## src/rtl/control_sequencer_pkg.sv

```systemverilog
// Shared opcode/microstep encodings and the strobe bundle for the 8-bit bus CPU sequencer.
package control_sequencer_pkg;

  localparam int DATA_W = 8;

  typedef enum logic [3:0] {
    OP_NOP = 4'h0,
    OP_LDA = 4'h1,
    OP_ADD = 4'h2,
    OP_SUB = 4'h3,
    OP_STA = 4'h4,
    OP_LDI = 4'h5,
    OP_JMP = 4'h6,
    OP_JC  = 4'h7,
    OP_JZ  = 4'h8,
    OP_OUT = 4'hE,
    OP_HLT = 4'hF
  } opcode_e;

  typedef enum logic [2:0] {T0, T1, T2, T3, T4, T5} step_e;

  typedef struct packed {
    logic pc_out_en;
    logic pc_inc;
    logic pc_load;
    logic mar_load;
    logic ram_out_en;
    logic ram_write;
    logic ir_load;
    logic ir_out_en;
    logic rega_enable;
    logic rega_write_enable;
    logic regb_write_enable;
    logic alu_enable;
    logic sub_enable;
    logic out_load;
  } strobes_t;

  function automatic logic is_alu_op(input logic [3:0] op);
    return (op == OP_ADD) || (op == OP_SUB);
  endfunction

endpackage

```

## src/rtl/control_sequencer_if.sv

```systemverilog
// Sequencer <-> datapath connection: instruction/status inputs and every bus strobe.
interface control_sequencer_if
  import control_sequencer_pkg::*;
#(
  parameter int WIDTH = DATA_W
) ();

  logic             step_en;
  logic [3:0]       opcode;
  logic             carry_in;
  logic [WIDTH-1:0] bus_in;

  logic pc_out_en, pc_inc, pc_load;
  logic mar_load, ram_out_en, ram_write;
  logic ir_load, ir_out_en;
  logic rega_enable, rega_write_enable, regb_write_enable, alu_enable, sub_enable;
  logic out_load;

  logic [2:0] step;
  logic       flag_c, flag_z, halted;

  modport master (
    input  step_en, opcode, carry_in, bus_in,
    output pc_out_en, pc_inc, pc_load, mar_load, ram_out_en, ram_write,
           ir_load, ir_out_en, rega_enable, rega_write_enable, regb_write_enable,
           alu_enable, sub_enable, out_load, step, flag_c, flag_z, halted
  );

  modport slave (
    output step_en, opcode, carry_in, bus_in,
    input  pc_out_en, pc_inc, pc_load, mar_load, ram_out_en, ram_write,
           ir_load, ir_out_en, rega_enable, rega_write_enable, regb_write_enable,
           alu_enable, sub_enable, out_load, step, flag_c, flag_z, halted
  );

endinterface

```

## src/rtl/control_sequencer_flag_reg.sv

```systemverilog
// Carry/zero flag storage: loads on i_load, cleared by synchronous reset.
module control_sequencer_flag_reg (
  input  logic clk,
  input  logic rst,
  input  logic i_load,
  input  logic i_c,
  input  logic i_z,
  output logic o_c,
  output logic o_z
);

  logic r_c, r_z;

  // NOTE: state uses non-blocking assignments so every flop samples pre-edge values.
  always_ff @(posedge clk) begin
    if (rst) begin
      r_c <= 1'b0;
      r_z <= 1'b0;
    end else if (i_load) begin
      r_c <= i_c;
      r_z <= i_z;
    end
  end

  assign o_c = r_c;
  assign o_z = r_z;

endmodule

```

## src/rtl/control_sequencer.sv

```systemverilog
// Microcode sequencer: fetch T0-T1, opcode-specific execute T2-T5, sticky HALT, ALU flag latch.
module control_sequencer
  import control_sequencer_pkg::*;
(
  input logic               clk,
  input logic               rst,
  control_sequencer_if.master bus
);

  step_e    r_step;
  logic     r_halted;
  strobes_t w_dec, w_strb;
  logic     w_run, w_flag_load, w_flag_c, w_flag_z;

  assign w_run       = bus.step_en && !r_halted;
  assign w_flag_load = w_run && (r_step == T5) && is_alu_op(bus.opcode);

  control_sequencer_flag_reg u_flag_reg (
    .clk    (clk),
    .rst    (rst),
    .i_load (w_flag_load),
    .i_c    (bus.carry_in),
    .i_z    (bus.bus_in == '0),
    .o_c    (w_flag_c),
    .o_z    (w_flag_z)
  );

  // HLT parks at T2 with r_halted set; only rst leaves it.
  always_ff @(posedge clk) begin
    if (rst) begin
      r_step   <= T0;
      r_halted <= 1'b0;
    end else begin
      case (r_step)
        T0: if (w_run) r_step <= T1;
        T1: if (w_run) r_step <= T2;
        T2: if (w_run) begin
          case (bus.opcode)
            OP_LDA, OP_ADD, OP_SUB, OP_STA: r_step   <= T3;
            OP_HLT:                         r_halted <= 1'b1;
            default:                        r_step   <= T0;
          endcase
        end
        T3: if (w_run) r_step <= is_alu_op(bus.opcode) ? T4 : T0;
        T4: if (w_run) r_step <= T5;
        T5: if (w_run) r_step <= T0;
        default: r_step <= T0;
      endcase
    end
  end

  always_comb begin
    // NOTE: the all-zero default keeps this decode free of inferred latches.
    w_dec = '0;
    case (r_step)
      T0: begin
        w_dec.pc_out_en = 1'b1;
        w_dec.mar_load  = 1'b1;
      end
      T1: begin
        w_dec.ram_out_en = 1'b1;
        w_dec.ir_load    = 1'b1;
        w_dec.pc_inc     = 1'b1;
      end
      T2: begin
        case (bus.opcode)
          OP_LDA, OP_ADD, OP_SUB, OP_STA: begin
            w_dec.ir_out_en = 1'b1;
            w_dec.mar_load  = 1'b1;
          end
          OP_LDI: begin
            w_dec.ir_out_en         = 1'b1;
            w_dec.rega_write_enable = 1'b1;
          end
          OP_JMP, OP_JC, OP_JZ: begin
            w_dec.ir_out_en = (bus.opcode == OP_JMP) ||
                              (bus.opcode == OP_JC && w_flag_c) ||
                              (bus.opcode == OP_JZ && w_flag_z);
            w_dec.pc_load   = w_dec.ir_out_en;
          end
          OP_OUT: begin
            w_dec.rega_enable = 1'b1;
            w_dec.out_load    = 1'b1;
          end
          default: ;
        endcase
      end
      T3: begin
        case (bus.opcode)
          OP_LDA: begin
            w_dec.ram_out_en        = 1'b1;
            w_dec.rega_write_enable = 1'b1;
          end
          OP_ADD, OP_SUB: begin
            w_dec.ram_out_en        = 1'b1;
            w_dec.regb_write_enable = 1'b1;
          end
          OP_STA: begin
            w_dec.rega_enable = 1'b1;
            w_dec.ram_write   = 1'b1;
          end
          default: ;
        endcase
      end
      // T4 only lets the ALU result register settle after reg_b loads.
      T4: w_dec.sub_enable = (bus.opcode == OP_SUB);
      T5: begin
        w_dec.alu_enable        = is_alu_op(bus.opcode);
        w_dec.rega_write_enable = is_alu_op(bus.opcode);
        w_dec.sub_enable        = (bus.opcode == OP_SUB);
      end
      default: ;
    endcase
    w_strb = (rst || !w_run) ? '0 : w_dec;
  end

  assign bus.pc_out_en         = w_strb.pc_out_en;
  assign bus.pc_inc            = w_strb.pc_inc;
  assign bus.pc_load           = w_strb.pc_load;
  assign bus.mar_load          = w_strb.mar_load;
  assign bus.ram_out_en        = w_strb.ram_out_en;
  assign bus.ram_write         = w_strb.ram_write;
  assign bus.ir_load           = w_strb.ir_load;
  assign bus.ir_out_en         = w_strb.ir_out_en;
  assign bus.rega_enable       = w_strb.rega_enable;
  assign bus.rega_write_enable = w_strb.rega_write_enable;
  assign bus.regb_write_enable = w_strb.regb_write_enable;
  assign bus.alu_enable        = w_strb.alu_enable;
  assign bus.sub_enable        = w_strb.sub_enable;
  assign bus.out_load          = w_strb.out_load;
  assign bus.step              = r_step;
  assign bus.flag_c            = w_flag_c;
  assign bus.flag_z            = w_flag_z;
  assign bus.halted            = r_halted;

endmodule

```

## src/flat_wrapper.sv

```systemverilog
// flat-port wrapper written by rule: the top's interface ports become plain ports
module control_sequencer_flat import control_sequencer_pkg::*;
  (clk, rst, bus_step_en, bus_opcode, bus_carry_in, bus_bus_in, bus_pc_out_en, bus_pc_inc, bus_pc_load, bus_mar_load, bus_ram_out_en, bus_ram_write, bus_ir_load, bus_ir_out_en, bus_rega_enable, bus_rega_write_enable, bus_regb_write_enable, bus_alu_enable, bus_sub_enable, bus_out_load, bus_step, bus_flag_c, bus_flag_z, bus_halted);
  control_sequencer_if #(.WIDTH(8)) bus_i ();
  input logic clk;
  input logic rst;
  input wire logic [$bits(bus_i.step_en)-1:0] bus_step_en;
  input wire logic [$bits(bus_i.opcode)-1:0] bus_opcode;
  input wire logic [$bits(bus_i.carry_in)-1:0] bus_carry_in;
  input wire logic [$bits(bus_i.bus_in)-1:0] bus_bus_in;
  output wire logic [$bits(bus_i.pc_out_en)-1:0] bus_pc_out_en;
  output wire logic [$bits(bus_i.pc_inc)-1:0] bus_pc_inc;
  output wire logic [$bits(bus_i.pc_load)-1:0] bus_pc_load;
  output wire logic [$bits(bus_i.mar_load)-1:0] bus_mar_load;
  output wire logic [$bits(bus_i.ram_out_en)-1:0] bus_ram_out_en;
  output wire logic [$bits(bus_i.ram_write)-1:0] bus_ram_write;
  output wire logic [$bits(bus_i.ir_load)-1:0] bus_ir_load;
  output wire logic [$bits(bus_i.ir_out_en)-1:0] bus_ir_out_en;
  output wire logic [$bits(bus_i.rega_enable)-1:0] bus_rega_enable;
  output wire logic [$bits(bus_i.rega_write_enable)-1:0] bus_rega_write_enable;
  output wire logic [$bits(bus_i.regb_write_enable)-1:0] bus_regb_write_enable;
  output wire logic [$bits(bus_i.alu_enable)-1:0] bus_alu_enable;
  output wire logic [$bits(bus_i.sub_enable)-1:0] bus_sub_enable;
  output wire logic [$bits(bus_i.out_load)-1:0] bus_out_load;
  output wire logic [$bits(bus_i.step)-1:0] bus_step;
  output wire logic [$bits(bus_i.flag_c)-1:0] bus_flag_c;
  output wire logic [$bits(bus_i.flag_z)-1:0] bus_flag_z;
  output wire logic [$bits(bus_i.halted)-1:0] bus_halted;
  assign bus_i.step_en = bus_step_en;
  assign bus_i.opcode = bus_opcode;
  assign bus_i.carry_in = bus_carry_in;
  assign bus_i.bus_in = bus_bus_in;
  assign bus_pc_out_en = bus_i.pc_out_en;
  assign bus_pc_inc = bus_i.pc_inc;
  assign bus_pc_load = bus_i.pc_load;
  assign bus_mar_load = bus_i.mar_load;
  assign bus_ram_out_en = bus_i.ram_out_en;
  assign bus_ram_write = bus_i.ram_write;
  assign bus_ir_load = bus_i.ir_load;
  assign bus_ir_out_en = bus_i.ir_out_en;
  assign bus_rega_enable = bus_i.rega_enable;
  assign bus_rega_write_enable = bus_i.rega_write_enable;
  assign bus_regb_write_enable = bus_i.regb_write_enable;
  assign bus_alu_enable = bus_i.alu_enable;
  assign bus_sub_enable = bus_i.sub_enable;
  assign bus_out_load = bus_i.out_load;
  assign bus_step = bus_i.step;
  assign bus_flag_c = bus_i.flag_c;
  assign bus_flag_z = bus_i.flag_z;
  assign bus_halted = bus_i.halted;
  control_sequencer u_core (.clk(clk), .rst(rst), .bus(bus_i));
endmodule
```

## config.mk

```make
export PLATFORM = sky130hd
export DESIGN_NAME = control_sequencer_flat
export DESIGN_NICKNAME = d
export VERILOG_FILES = /design/src/rtl/control_sequencer_pkg.sv /design/src/rtl/control_sequencer_if.sv /design/src/rtl/control_sequencer_flag_reg.sv /design/src/rtl/control_sequencer.sv /design/src/flat_wrapper.sv
export SDC_FILE = /design/constraint.sdc
export NUM_CORES = 1
export LEC_CHECK = 0
export ABC_AREA = 0
export CELL_PAD_IN_SITES_DETAIL_PLACEMENT = 0
export CELL_PAD_IN_SITES_GLOBAL_PLACEMENT = 1
export CORE_MARGIN = 2
export CORE_UTILIZATION = 28
export DETAILED_ROUTE_END_ITERATION = 10
export PLACE_DENSITY_LB_ADDON = 0.3
export SYNTH_ARGS = -nofsm -noshare
export SYNTH_HDL_FRONTEND = slang
export SYNTH_SLANG_ARGS = --single-unit
```

## constraint.sdc

```tcl
create_clock -name clk -period 2.1 [get_ports clk]
set_input_delay 0.42 -clock clk [delete_from_list [all_inputs] [get_ports clk]]
set_output_delay 0.42 -clock clk [all_outputs]
set_load 0.03 [all_outputs]
```

==> Word level (Yosys, flattened, before mapping) <==
Cells that the tools add are included.
{ "op_classes": {"n_eq_ne": 22, "mux": 32, "reduce_logical": 21} }
{ "ops": {"columns": ["op", "n"], "rows": [
  ["$mux W3", 7],
  ["$pmux W3 S6", 1],
  ["$mux W1", 17],
  ["$eq A4 B3 Y1 const B", 4],
  ["$mux W14", 1],
  ["$eq A4 B4 Y1 const B", 3],
  ["$ne A2 B1 Y1 const B", 6],
  ["$eq A4 B2 Y1 const B", 2],
  ["$logic_not A8 Y1", 1],
  ["$pmux W1 S2", 4],
  ["$reduce_and A7 Y1", 1],
  ["$eq A3 B2 Y1 const B", 2],
  ["$eq A3 B3 Y1 const B", 2],
  ["$pmux W3 S2", 1],
  ["$reduce_or A3 Y1", 2],
  ["$logic_and A1 B1 Y1", 5],
  ["$reduce_or A5 Y1", 1],
  ["$eq A4 B1 Y1 const B", 1],
  ["$logic_or A1 B1 Y1", 4],
  ["$reduce_or A2 Y1", 2],
  ["$reduce_or A4 Y1", 1],
  ["$eq A3 B1 Y1 const B", 1],
  ["$logic_not A3 Y1", 1],
  ["$pmux W1 S3", 1],
  ["3 further kinds", 4]
]} }
{ "totals": {"register_bits": 6, "inputBits": 16, "output_inout_bits": 20, "word_cells": 79} }

==> Depth between registers and ports, before layout <==
{ "logic_depth": {"word_depth": 7, "mapped_depth": 5, "ltp_nobuf": 3} }

==> Hierarchy <==
A second synthesis with hierarchy kept.
{ "unflattened": {"cells_unflattened": 79, "area_unflattened_um2": 565.5} }
{ "modules_own_cells": {"columns": ["module", "instances", "cells_per_inst", "area_each_um2", "seq_area_each_um2"], "rows": [
  ["control_sequencer", 1, 73, 498.0, 80.1],
  ["control_sequencer_flag_reg", 1, 6, 67.6, 40.0]
]} }

==> Worst setup path before layout <==
OpenSTA, ideal clock, no wires.
{ "synth_timing": {"kind": "input to output", "startpoint": "in rst", "endpoint": "out bus_mar_load", "t_arrival_ns": 1.744, "t_required_ns": 1.680, "setup_slack_ns": -0.064, "path_stages": 4, "n_path_buf": 1, "path_cell_list": "buf_2 nor4b_4 nor3b_2 o21bai_1"} }
{ "synth_between": {"elab_chain_cells": 2} }
{ "synth_lines": {"columns": ["element", "line_no", "source"], "rows": [
  ["start: declaration", "flat_wrapper.sv:6", "input logic rst;"],
  ["$logic_or A1 B1 Y1", "control_sequencer.sv:114", "w_strb = (rst || !w_run) ? '0 : w_dec;"],
  ["$mux W14", "control_sequencer.sv:114", null],
  ["end: declaration", "flat_wrapper.sv:14", "output wire logic [$bits(bus_i.mar_load)-1:0] bus_mar_load;"]
]} }
Every way passes these cells.

==> Final worst setup path <==
{ "layout_timing": {"startpoint": "reg u_core.r_step[2], in the netlist u_core.bus.step[2]", "endpoint": "out bus_out_load"} }
{ "layout_between": {"elab_chain_cells": 3} }
{ "layout_lines": {"columns": ["element", "line_no", "source"], "rows": [
  ["start: declaration", "control_sequencer.sv:10", "step_e r_step;"],
  ["start signal: assignment", "control_sequencer.sv:44", "T3: if (w_run) r_step <= is_alu_op(bus.opcode) ? T4 : T0;"],
  ["$eq A3 B2 Y1", "control_sequencer.sv:55", "case (r_step)"],
  ["$mux W1", "control_sequencer.sv:55", null],
  ["$mux W14", "control_sequencer.sv:114", null],
  ["end: declaration", "flat_wrapper.sv:24", "output wire logic [$bits(bus_i.out_load)-1:0] bus_out_load;"]
]} }
Every way passes these cells.

==> flow_metrics.tcl <==
set metrics [dict create \
    grt_overflow_total 0 \
    slowest_delay_ns 0.39 \
    ios 36 \
    holdPathEnd "u_core.u_flag_reg.o_z" \
    cts_buffers 3 \
    fin_crit_sh_pct 96.31 \
    worst_pin_slew_ns 0.3434 \
    grt_pass1_wl_um 3774 \
    synthCells 90 \
    syn_area_um2 670.6 \
    fin_setup_tns_ns 0 \
    rsz0062_at_grt "yes" \
    reg2reg_from "u_core.bus.step[0]" \
    fin_crit_ns 2.023 \
    synth.area.top_cells "dfxtp_1 (18%), a21oi_1 (5.2%), buf_2 (5.2%)" \
    cp_top_family "simple AND/OR/NAND/NOR gates" \
    die-area_mm2 0.002803 \
    ys_async_sr_fraction_pct 0 \
    hold_violations 0 \
    clk_pin_slew_ns 0.05 \
    synth_edf_count 0 \
    final-setup-viol-count 0 \
    vias 887 \
    endpoint_kind "output port" \
    p_per_area_mw_per_mm2 336.3 \
    fin_worst_skew_ns 0.004533 \
    wl_um 2311 \
    vdd_drop_max_mv 0.4016 \
    yosysTopAreaCell "dfxtp_1" \
    drc_errors 0 \
    leakagePower_nw 0.4431 \
    path_buf_inv 1 \
    required_ns 1.68 \
    syn-mean-instance-area_um2 7.452 \
    drive_above_1_share_pct 36.96 \
    ys_seq_area_share_pct 17.91 \
    worstPathCellList "nor4b_4 -> nand2_2 -> nor4_4 -> buf_4" \
    cts_root_buf "clkbuf_4" \
    dp_cells 160 \
    first_pass_iters 4 \
    hold_depth 2 \
    antenna_found_initial 0 \
    hold_path_class "reg2reg" \
    insertion_delay_ns 0.25 \
    fin_cells 166 \
    nets 156 \
    grt_pass1_vias 843 \
    fmax_mhz 494.4 \
    arrival_ns 1.60 \
    synthToLayoutAreaGrowth_pct 73.88 \
    core_area_mm2 0.002233 \
    die_h_um 52.94 \
    critPathLaunchType "flop" \
    fin_area_mm2 0.001166 \
    reg2reg_to "u_core.u_flag_reg.o_c" \
    grt_max_degree 15 \
    clock_sink_count 6 \
    io_buffers 35 \
    ys_types 40 \
    dp_hpwl_um 1755 \
    viasPerCell 5.343 \
    min_from "u_core.u_flag_reg.o_z" \
    status "finished clean" \
    die_w_um 52.94 \
    rows 17 \
    yosys_warnings 0 \
    crit_path_max_fanout 7 \
    reg2regPathDepth 4 \
    post_dp_cell_area_mm2 0.001104 \
    fin_hold_ws_ns 0.4996 \
    grtUsageTotal_pct 18.41 \
    r2r_slack_ns 0.81 \
    cp_slowest_cell "nor4b_4" \
    n_antenna_cell 0 \
    critPathKind "reg2out" \
    slew_headroom_pct 77.01 \
    ys.flop_type "dfxtp_1" \
    final_max_slew_viol_count 0 \
    maxCapViolCount 0 \
    ys_ff_latch 6 \
    cts_tree "built" \
    fillers 227 \
    drtIter0Drc 8 \
    h-tree-depth 1 \
    wl_per_cell_um 13.92 \
    syn_nets 106 \
    postRouteAntennaNets 0 \
    initial_core_util_pct 30.03 \
    finalWeightedCongestion 0.7895 \
    clock_path_buffers 2 \
    synth_top_area_share_pct 17.91 \
]
## worst reg2reg max path, stage by stage (launching register included)
cell and delay, ns:
dfxtp_1 0.47, buf_4 0.20, nand3b_1 0.14, o31ai_1 0.28, a21oi_1 0.09
## layout make-up
| cell class | count | area [um2] | share of cell area [%] |
|---|---|---|---|
| Sequential cell | 6 | 123.9 | 10.62 |
| Clock buffer | 3 | 22.52 | 1.931 |
| Inverter | 2 | 7.507 | 0.6438 |
| Timing Repair Buffer | 54 | 450.4 | 38.63 |
| Multi-Input combinational cell | 73 | 526.8 | 45.17 |
| Tap cell | 28 | 35.03 | 3.004 |
## cells by family after synthesis
group | after synthesis | share of synthesized area [%]
buf+inv | 11 | 8.022
xor+xnor | 1 | 1.306
mux | 1 | 1.493
compound gates | 21 | 19.78
flops | 6 | 17.91
simple gates | 50 | 51.49
## layer usage
metal  global-route usage, %  part of all wire [%]  up-vias  wire (um)
met5                       0                     0        -          0
met4                   5.983                   1.3        0         31
met3                   6.497                   4.9        4        113
met2                   30.00                    49       20       1132
met1                   22.39                    45      426       1033
li1                        -                     -      437          -
## report_power, final
part	total [mW]	internal, mW	leakage (nW)	switching, mW
Combinational	0.160	0.0772	0.380	0.0825
Sequential	0.121	0.116	0.0495	0.00458
Clock	0.112	0.0650	0.0138	0.0468
## per-stage QoR
stage               setup WS (ns)  total power, mW  util (%)
detailed placement        -0.2175           0.2830     49.41
finish                    0.07742           0.3921     52.21
global placement          -0.1811           0.2809     49.41
CTS                       0.01249           0.3996     51.04
global route            -0.003362           0.4238     52.21
floorplan                -0.04969           0.2066         -
## flip-flops by register name, summed over array words and instances (netlist names)
name,flops
u_core.u_flag_reg.o_c,1
u_core.u_flag_reg.o_z,1
u_core.bus.step,3
u_core.bus.halted,1
## cells in the final DEF (no fill, tap or decap), types with 2 or more instances in the layout
cell / n
a21oi_1: 7
a31oi_1: 2
buf_4: 32
clkbuf_2: 2
clkbuf_4: 3
clkdlybuf4s50_1: 15
dfxtp_1: 5
dlygate4sd2_1: 2
nand2_1: 6
nand2b_1: 3
nand3_1: 3
nand3b_1: 4
nand4_1: 4
nor2_1: 4
nor2_2: 2
nor2b_1: 3
nor3_1: 2
nor3b_1: 2
nor4_1: 2
o21ai_0: 2
o31ai_1: 2
## synth_stat cells (2+ instances only)
master,number
a211oi_1,2
nor4_2,2
nand2b_1,3
nand4_1,4
nor2b_1,3
inv_1,2
nand2_1,6
nor4_1,2
nor3_1,2
a21oi_1,7
o31ai_1,2
nand3_1,3
nor3b_1,3
o21ai_0,3
dfxtp_1,6
a31oi_1,2
nand3b_1,4
nor2_1,6
buf_2,7
## what timing repair did
action | CTS | global route
gates resized for setup | 12 | 10
endpoints found under the setup margin | 14 | 6
hold buffers | 0 | 0
setup buffers | 1 | 2
pin swaps | 3 | 4
## worst max-delay path by stage
stage / to / from / slack [ns] / cells after the start
4_1_cts: bus_ir_out_en / u_core.bus.step[2] / 0.01 / 4
3_3_place_gp: bus_ir_out_en / bus_opcode[1] / -0.18 / 5
5_1_grt: bus_out_load / u_core.bus.step[2] / -0.003 / 4
2_1_floorplan: bus_pc_load / rst / -0.05 / 4
3_5_place_dp: bus_pc_load / bus_opcode[2] / -0.22 / 5
6_report: bus_out_load / u_core.bus.step[2] / 0.08 / 4
Power figures use the tool's default switching activity.
